### src/rtl/tff_ctrl_pkg.sv
// Shared definitions for T-FF bank controllers: state encoding and
// count-direction constants.
package tff_ctrl_pkg;

    typedef enum logic [1:0] {
        IDLE  = 2'd0,
        CLEAR = 2'd1,
        COUNT = 2'd2,
        DONE  = 2'd3
    } state_e;

    localparam logic DIR_DOWN = 1'b0;
    localparam logic DIR_UP   = 1'b1;

endpackage

### src/rtl/tff_count_ctrl_if.sv
// Host command / bank loopback bundle for tff_count_ctrl. The master side
// drives commands and the bank's q; the slave side is the controller.
interface tff_count_ctrl_if #(
    parameter int WIDTH = 4
);
    logic             start;
    logic             stop;
    logic             up;
    logic [WIDTH-1:0] limit;
    logic [WIDTH-1:0] q_in;
    logic [WIDTH-1:0] t_en;
    logic             busy;
    logic             done;

    modport master (
        output start, stop, up, limit, q_in,
        input  t_en, busy, done
    );

    modport slave (
        input  start, stop, up, limit, q_in,
        output t_en, busy, done
    );
endinterface

### src/rtl/tff_toggle_gen.sv
// Combinational toggle vector for a T-FF counter: bit i toggles when all
// lower bits are 1 (up) or all lower bits are 0 (down).
module tff_toggle_gen
    import tff_ctrl_pkg::*;
#(
    parameter int WIDTH = 4
) (
    input  logic [WIDTH-1:0] q_in,
    input  logic             dir,
    output logic [WIDTH-1:0] t_vec
);
    logic [WIDTH-1:0] carry_bits;
    logic             run;

    assign carry_bits = (dir == DIR_UP) ? q_in : ~q_in;

    // NOTE: every variable written in always_comb gets a default first, so no latch is inferred.
    always_comb begin
        t_vec = '0;
        run   = 1'b1;
        for (int i = 0; i < WIDTH; i++) begin
            t_vec[i] = run;
            run      = run & carry_bits[i];
        end
    end
endmodule

### src/rtl/tff_count_ctrl.sv
// Sequencing controller for an external T-FF bank: clear, count to limit,
// pulse done. Define TFF_COUNT_CTRL_WRAP_EN for free-running (DONE -> CLEAR).
module tff_count_ctrl
    import tff_ctrl_pkg::*;
#(
    parameter int WIDTH = 4
) (
    input  logic              clk,
    input  logic              rest,
    tff_count_ctrl_if.slave   bus
);
    state_e           state_q, state_d;
    logic             dir_q, dir_d;
    logic [WIDTH-1:0] limit_q, limit_d;
    logic [WIDTH-1:0] step_vec;
    logic [WIDTH-1:0] t_en_c;

    tff_toggle_gen #(.WIDTH(WIDTH)) u_toggle_gen (
        .q_in  (bus.q_in),
        .dir   (dir_q),
        .t_vec (step_vec)
    );

    always_comb begin
        state_d = state_q;
        dir_d   = dir_q;
        limit_d = limit_q;
        t_en_c  = '0;
        unique case (state_q)
            IDLE: begin
                if (bus.start) begin
                    dir_d   = bus.up;
                    limit_d = bus.limit;
                    state_d = CLEAR;
                end
            end
            CLEAR: begin
                // Toggling every set bit drives the bank to zero from any value.
                t_en_c  = bus.q_in;
                state_d = COUNT;
            end
            COUNT: begin
                if (bus.stop) begin
                    state_d = IDLE;
                end else if (bus.q_in == limit_q) begin
                    state_d = DONE;
                end else begin
                    t_en_c  = step_vec;
                end
            end
            DONE: begin
`ifdef TFF_COUNT_CTRL_WRAP_EN
                state_d = bus.stop ? IDLE : CLEAR;
`else
                state_d = IDLE;
`endif
            end
            default: state_d = IDLE;
        endcase
    end

    // NOTE: sequential state uses non-blocking assignments so every register samples pre-edge values.
    always_ff @(posedge clk) begin
        if (rest) begin
            state_q <= IDLE;
            dir_q   <= DIR_DOWN;
            limit_q <= '0;
        end else begin
            state_q <= state_d;
            dir_q   <= dir_d;
            limit_q <= limit_d;
        end
    end

    assign bus.t_en = t_en_c;
    assign bus.busy = (state_q == CLEAR) || (state_q == COUNT);
    assign bus.done = (state_q == DONE);
endmodule
### src/flat_wrapper.sv
// flat-port wrapper written by rule: the top's interface ports become plain ports
module tff_count_ctrl_flat import tff_ctrl_pkg::*;
#(
    parameter int WIDTH = 4
)
  (clk, rest, bus_start, bus_stop, bus_up, bus_limit, bus_q_in, bus_t_en, bus_busy, bus_done);
  tff_count_ctrl_if #(.WIDTH(WIDTH)) bus_i ();
  input  logic clk;
  input  logic rest;
  input wire logic [$bits(bus_i.start)-1:0] bus_start;
  input wire logic [$bits(bus_i.stop)-1:0] bus_stop;
  input wire logic [$bits(bus_i.up)-1:0] bus_up;
  input wire logic [$bits(bus_i.limit)-1:0] bus_limit;
  input wire logic [$bits(bus_i.q_in)-1:0] bus_q_in;
  output wire logic [$bits(bus_i.t_en)-1:0] bus_t_en;
  output wire logic [$bits(bus_i.busy)-1:0] bus_busy;
  output wire logic [$bits(bus_i.done)-1:0] bus_done;
  assign bus_i.start = bus_start;
  assign bus_i.stop = bus_stop;
  assign bus_i.up = bus_up;
  assign bus_i.limit = bus_limit;
  assign bus_i.q_in = bus_q_in;
  assign bus_t_en = bus_i.t_en;
  assign bus_busy = bus_i.busy;
  assign bus_done = bus_i.done;
  tff_count_ctrl #(.WIDTH(WIDTH)) u_core (.clk(clk), .rest(rest), .bus(bus_i));
endmodule
### config.mk
export PLATFORM = sky130hd
export DESIGN_NAME = tff_count_ctrl_flat
export DESIGN_NICKNAME = d
export VERILOG_FILES = /design/src/rtl/tff_ctrl_pkg.sv /design/src/rtl/tff_count_ctrl_if.sv /design/src/rtl/tff_toggle_gen.sv /design/src/rtl/tff_count_ctrl.sv /design/src/flat_wrapper.sv
export SDC_FILE = /design/constraint.sdc
export NUM_CORES = 1
export LEC_CHECK = 0
export BUFFER_PORTS_ARGS = -buffer_cell sky130_fd_sc_hd__buf_2
export CORE_AREA = 2 2 39 41
export DETAILED_ROUTE_END_ITERATION = 12
export DIE_AREA = 0 0 41 43
export GPL_ROUTABILITY_DRIVEN = 0
export PLACE_DENSITY = 0.74
export REMOVE_ABC_BUFFERS = 1
export SLEW_MARGIN = 30
export SYNTH_ARGS = -nofsm -noshare
export SYNTH_HDL_FRONTEND = slang
export SYNTH_SLANG_ARGS = --single-unit
export TNS_END_PERCENT = 100
### constraint.sdc
create_clock -name clk -period 4.13 [get_ports clk]
set_clock_uncertainty 0.1 [all_clocks]
set_input_delay 0.6195 -clock clk [delete_from_list [all_inputs] [get_ports clk]]
set_output_delay 0.6195 -clock clk [all_outputs]
set_load 0.01 [all_outputs]
==> impl_metrics.env <==
export IMPL_clock_latency_ns=0.26
export IMPL_report_final_hold_viol_count=0
export IMPL_start_kind="flop"
export IMPL_grt_max_degree=8
export IMPL_die_area_sq_mm=0.001763
export IMPL_critPathRequiredTime_ns=3.41
export IMPL_combPwrFrac_pct=45.9
export IMPL_crit_path_end_kind="primary output"
export IMPL_fin_setup_tns_ns=0
export IMPL_die_width_microns=41
export IMPL_utilization_pct=47.56
export IMPL_maxSlewHeadroom_pct=81.28
export IMPL_ir_drop_uv=178.3
export IMPL_rsz0062_at_grt="false"
export IMPL_final_layout_size_suffix_gt1_share_pct=34.18
export IMPL_finalCritPeriodShare_pct=60.88
export IMPL_yosys_warnings=0
export IMPL_first_iter_violations=8
export IMPL_final_max_slew_violation_count=0
export IMPL_tritoncts="yes"
export IMPL_syn_area_per_cell_sq_um=9.190
export IMPL_wl_mm=1.009
export IMPL_row_count=14
export IMPL_critical_path_class="reg2out"
export IMPL_async_flop_share_pct=0
export IMPL_clock_path_buffers=2
export IMPL_routedWlPerCell_microns=10.62
export IMPL_antenna_cells=0
export IMPL_fmax_mhz=397.7
export IMPL_clkTransAtPathRegs_ns=0.05
export IMPL_synth_top_flop_cell="dfxtp_1"
export IMPL_switching_share_pct=38.70
export IMPL_setup_violations=0
export IMPL_yosysSeqAreaShare_pct=26.29
export IMPL_grt_overflow=0
export IMPL_pin_count=19
export IMPL_final_area_sq_um=658.1
export IMPL_worst_pin_slew_ns=0.2803
export IMPL_synthTopCellsByArea="dfxtp_1 26%, ha_1 12%, xnor2_2 9.2%"
export IMPL_reg2reg_depth=5
export IMPL_r2r_start="u_core.state_q[0]"
export IMPL_pwr_share_clk_pct=22.3
export IMPL_ys_seq_elements=7
export IMPL_p_sw_mw=0.1127
export IMPL_run_status="finished clean"
export IMPL_yosysMostFrequentCell="dfxtp_1"
export IMPL_synthesis_area_sq_um=533.0
export IMPL_seqPwrFrac_pct=31.8
export IMPL_cp_startpoint="u_core.state_q[0]"
export IMPL_hpwlAfterDp_microns=827.8
export IMPL_nets=98
export IMPL_cts_sinks=7
export IMPL_powerDensity_mw_per_mm2=442.5
export IMPL_final_cells=95
export IMPL_dp_cells=91
export IMPL_rr_endpoint="u_core.state_q[1]"
export IMPL_synth_top_area_share_pct=26.29
export IMPL_period_minus_slack_ns=2.514
export IMPL_firstDrtPassIters=4
export IMPL_p_int_mw=0.1785
export IMPL_area_growth_pct=23.47
export IMPL_critPathMaxFanout=6
export IMPL_yosysUniqueCellTypes=26
export IMPL_routed_via_density=5.074
export IMPL_cts_buffers=3
export IMPL_root_buffer="clkbuf_4"
export IMPL_cap_violations=0
export IMPL_core_area_sq_mm=0.001384
export IMPL_hold_class="reg2reg"
export IMPL_cp_arrival_ns=1.79
export IMPL_synth_edff_count=0
export IMPL_r2r_slack_ns=2.37
export IMPL_yosys_area_top_type="dfxtp_1"
export IMPL_vias=482
export IMPL_ant_nets=0
export IMPL_netlist_instances=58
export IMPL_cts_resized_gates=0
export IMPL_ctsHoldBuffers=0
export IMPL_leakage_nw=0.2809
export IMPL_place_area_sq_um=631.9
export IMPL_start_util_pct=38.52
export IMPL_yosys_top_cells_count="7 x dfxtp_1, 6 x nand2_1, 6 x nand3_1, 5 x a21oi_1, 5 x ha_1"
export IMPL_antenna_found_initial=0
export IMPL_cts_htree_levels=1
export IMPL_grt_pass1_wl_mm=1.559
export IMPL_track_usage_pct=12.59
export IMPL_dieHeight_microns=43
export IMPL_hold_start="u_core.limit_q[2]"
export IMPL_io_buffers=18
export IMPL_grt_pass1_vias=403
export IMPL_endpoint="bus_t_en[2]"
export IMPL_cts_setup_buffers=0
export IMPL_drc=0
==> logic make-up after synthesis <==
kind of cell	after synthesis	share of synthesized area, %
simple gates	22	21.60
compound gates	16	24.41
flops	7	26.29
xor+xnor	5	12.44
fa+ha+maj	5	11.74
buf+inv	3	3.520
==> power by group through the flow <==
stage | clock network, mW | registers [mW] | logic [mW]
CTS | 0.0649 | 0.0929 | 0.136
detailed placement | 0 | 0.0944 | 0.134
global route | 0.0688 | 0.0945 | 0.151
global placement | 0 | 0.0937 | 0.132
finish | 0.0650 | 0.0926 | 0.134
floorplan | 0 | 0.0920 | 0.0995
==> worst min-delay path by stage <==
stage                              endpoint  slack [ns]  depth (start not counted)
final                     u_core.limit_q[2]        0.37                          2
after global routing      u_core.limit_q[2]        0.41                          2
after CTS                 u_core.limit_q[2]        0.37                          2
after detailed placement  u_core.limit_q[2]        0.37                          2
after global placement    u_core.limit_q[2]        0.36                          2
after floorplan           u_core.limit_q[2]        0.34                          2
==> critical path, stage by stage, from the launching register on <==
cell and delay (ns):
dfxtp_1 0.36, clkinv_1 0.18, ha_1 0.25, nor2b_1 0.16, and2_1 0.19, a32o_1 0.26
buf_2 0.13
==> flip-flops by register name, indices dropped and copies added (netlist names) <==
register and flops:
u_core.state_q 2, u_core.limit_q 4, u_core.dir_q 1
==> through the flow <==
| step | worst slack, ns | power (mW) | hold WS (ns) |
|---|---|---|---|
| floorplan | 2.082 | 0.1915 | 0.3428 |
| global placement | 1.856 | 0.2262 | 0.3637 |
| detailed placement | 1.847 | 0.2289 | 0.3666 |
| CTS | 1.607 | 0.2935 | 0.3734 |
| global route | 1.518 | 0.3140 | 0.4132 |
| finish | 1.616 | 0.2912 | 0.3734 |
==> area by class of cell <==
class | instances | area, sq um
Timing Repair Buffer | 18 | 90.09
Sequential cell | 7 | 140.1
Multi-Input combinational cell | 48 | 374.1
Clock buffer | 4 | 26.28
Tap cell | 16 | 20.02
Fill cell | 142 | 725.7
Inverter | 2 | 7.507
==> metal layers <==
metal / global-route usage, % / wire length, microns
met5: 0 / 0
met4: 8.000 / 19
met3: 0 / 52
met2: 18.75 / 472
met1: 17.21 / 465
==> layout by cell type, fill, tap and decap left out <==
| cell | Yosys | layout |
|---|---|---|
| a41oi_2 | 1 | 1 |
| dfxtp_1 | 7 | 7 |
| a21o_1 | 1 | 1 |
| o21a_1 | 1 | 1 |
| buf_2 | 0 | 18 |
| clkbuf_4 | 0 | 3 |
| nor2b_2 | 1 | 1 |
| clkinv_1 | 1 | 1 |
| a21oi_1 | 5 | 5 |
| or2_0 | 1 | 1 |
| nor3_1 | 2 | 2 |
| nand3_1 | 6 | 6 |
| a2111oi_2 | 1 | 1 |
| nand2_1 | 6 | 6 |
| xnor2_2 | 3 | 3 |
| a22o_1 | 1 | 1 |
| o21ai_0 | 1 | 1 |
| ha_1 | 5 | 5 |
| inv_1 | 1 | 1 |
| and2_1 | 2 | 2 |
| nand2b_1 | 1 | 1 |
| nand4_1 | 2 | 2 |
| clkbuf_1 | 0 | 1 |
| a211oi_1 | 1 | 1 |
| nor2b_1 | 1 | 1 |
| o31ai_1 | 1 | 1 |
| xnor2_1 | 2 | 2 |
| a32o_1 | 3 | 3 |
(Power assumes the default switching activity.)
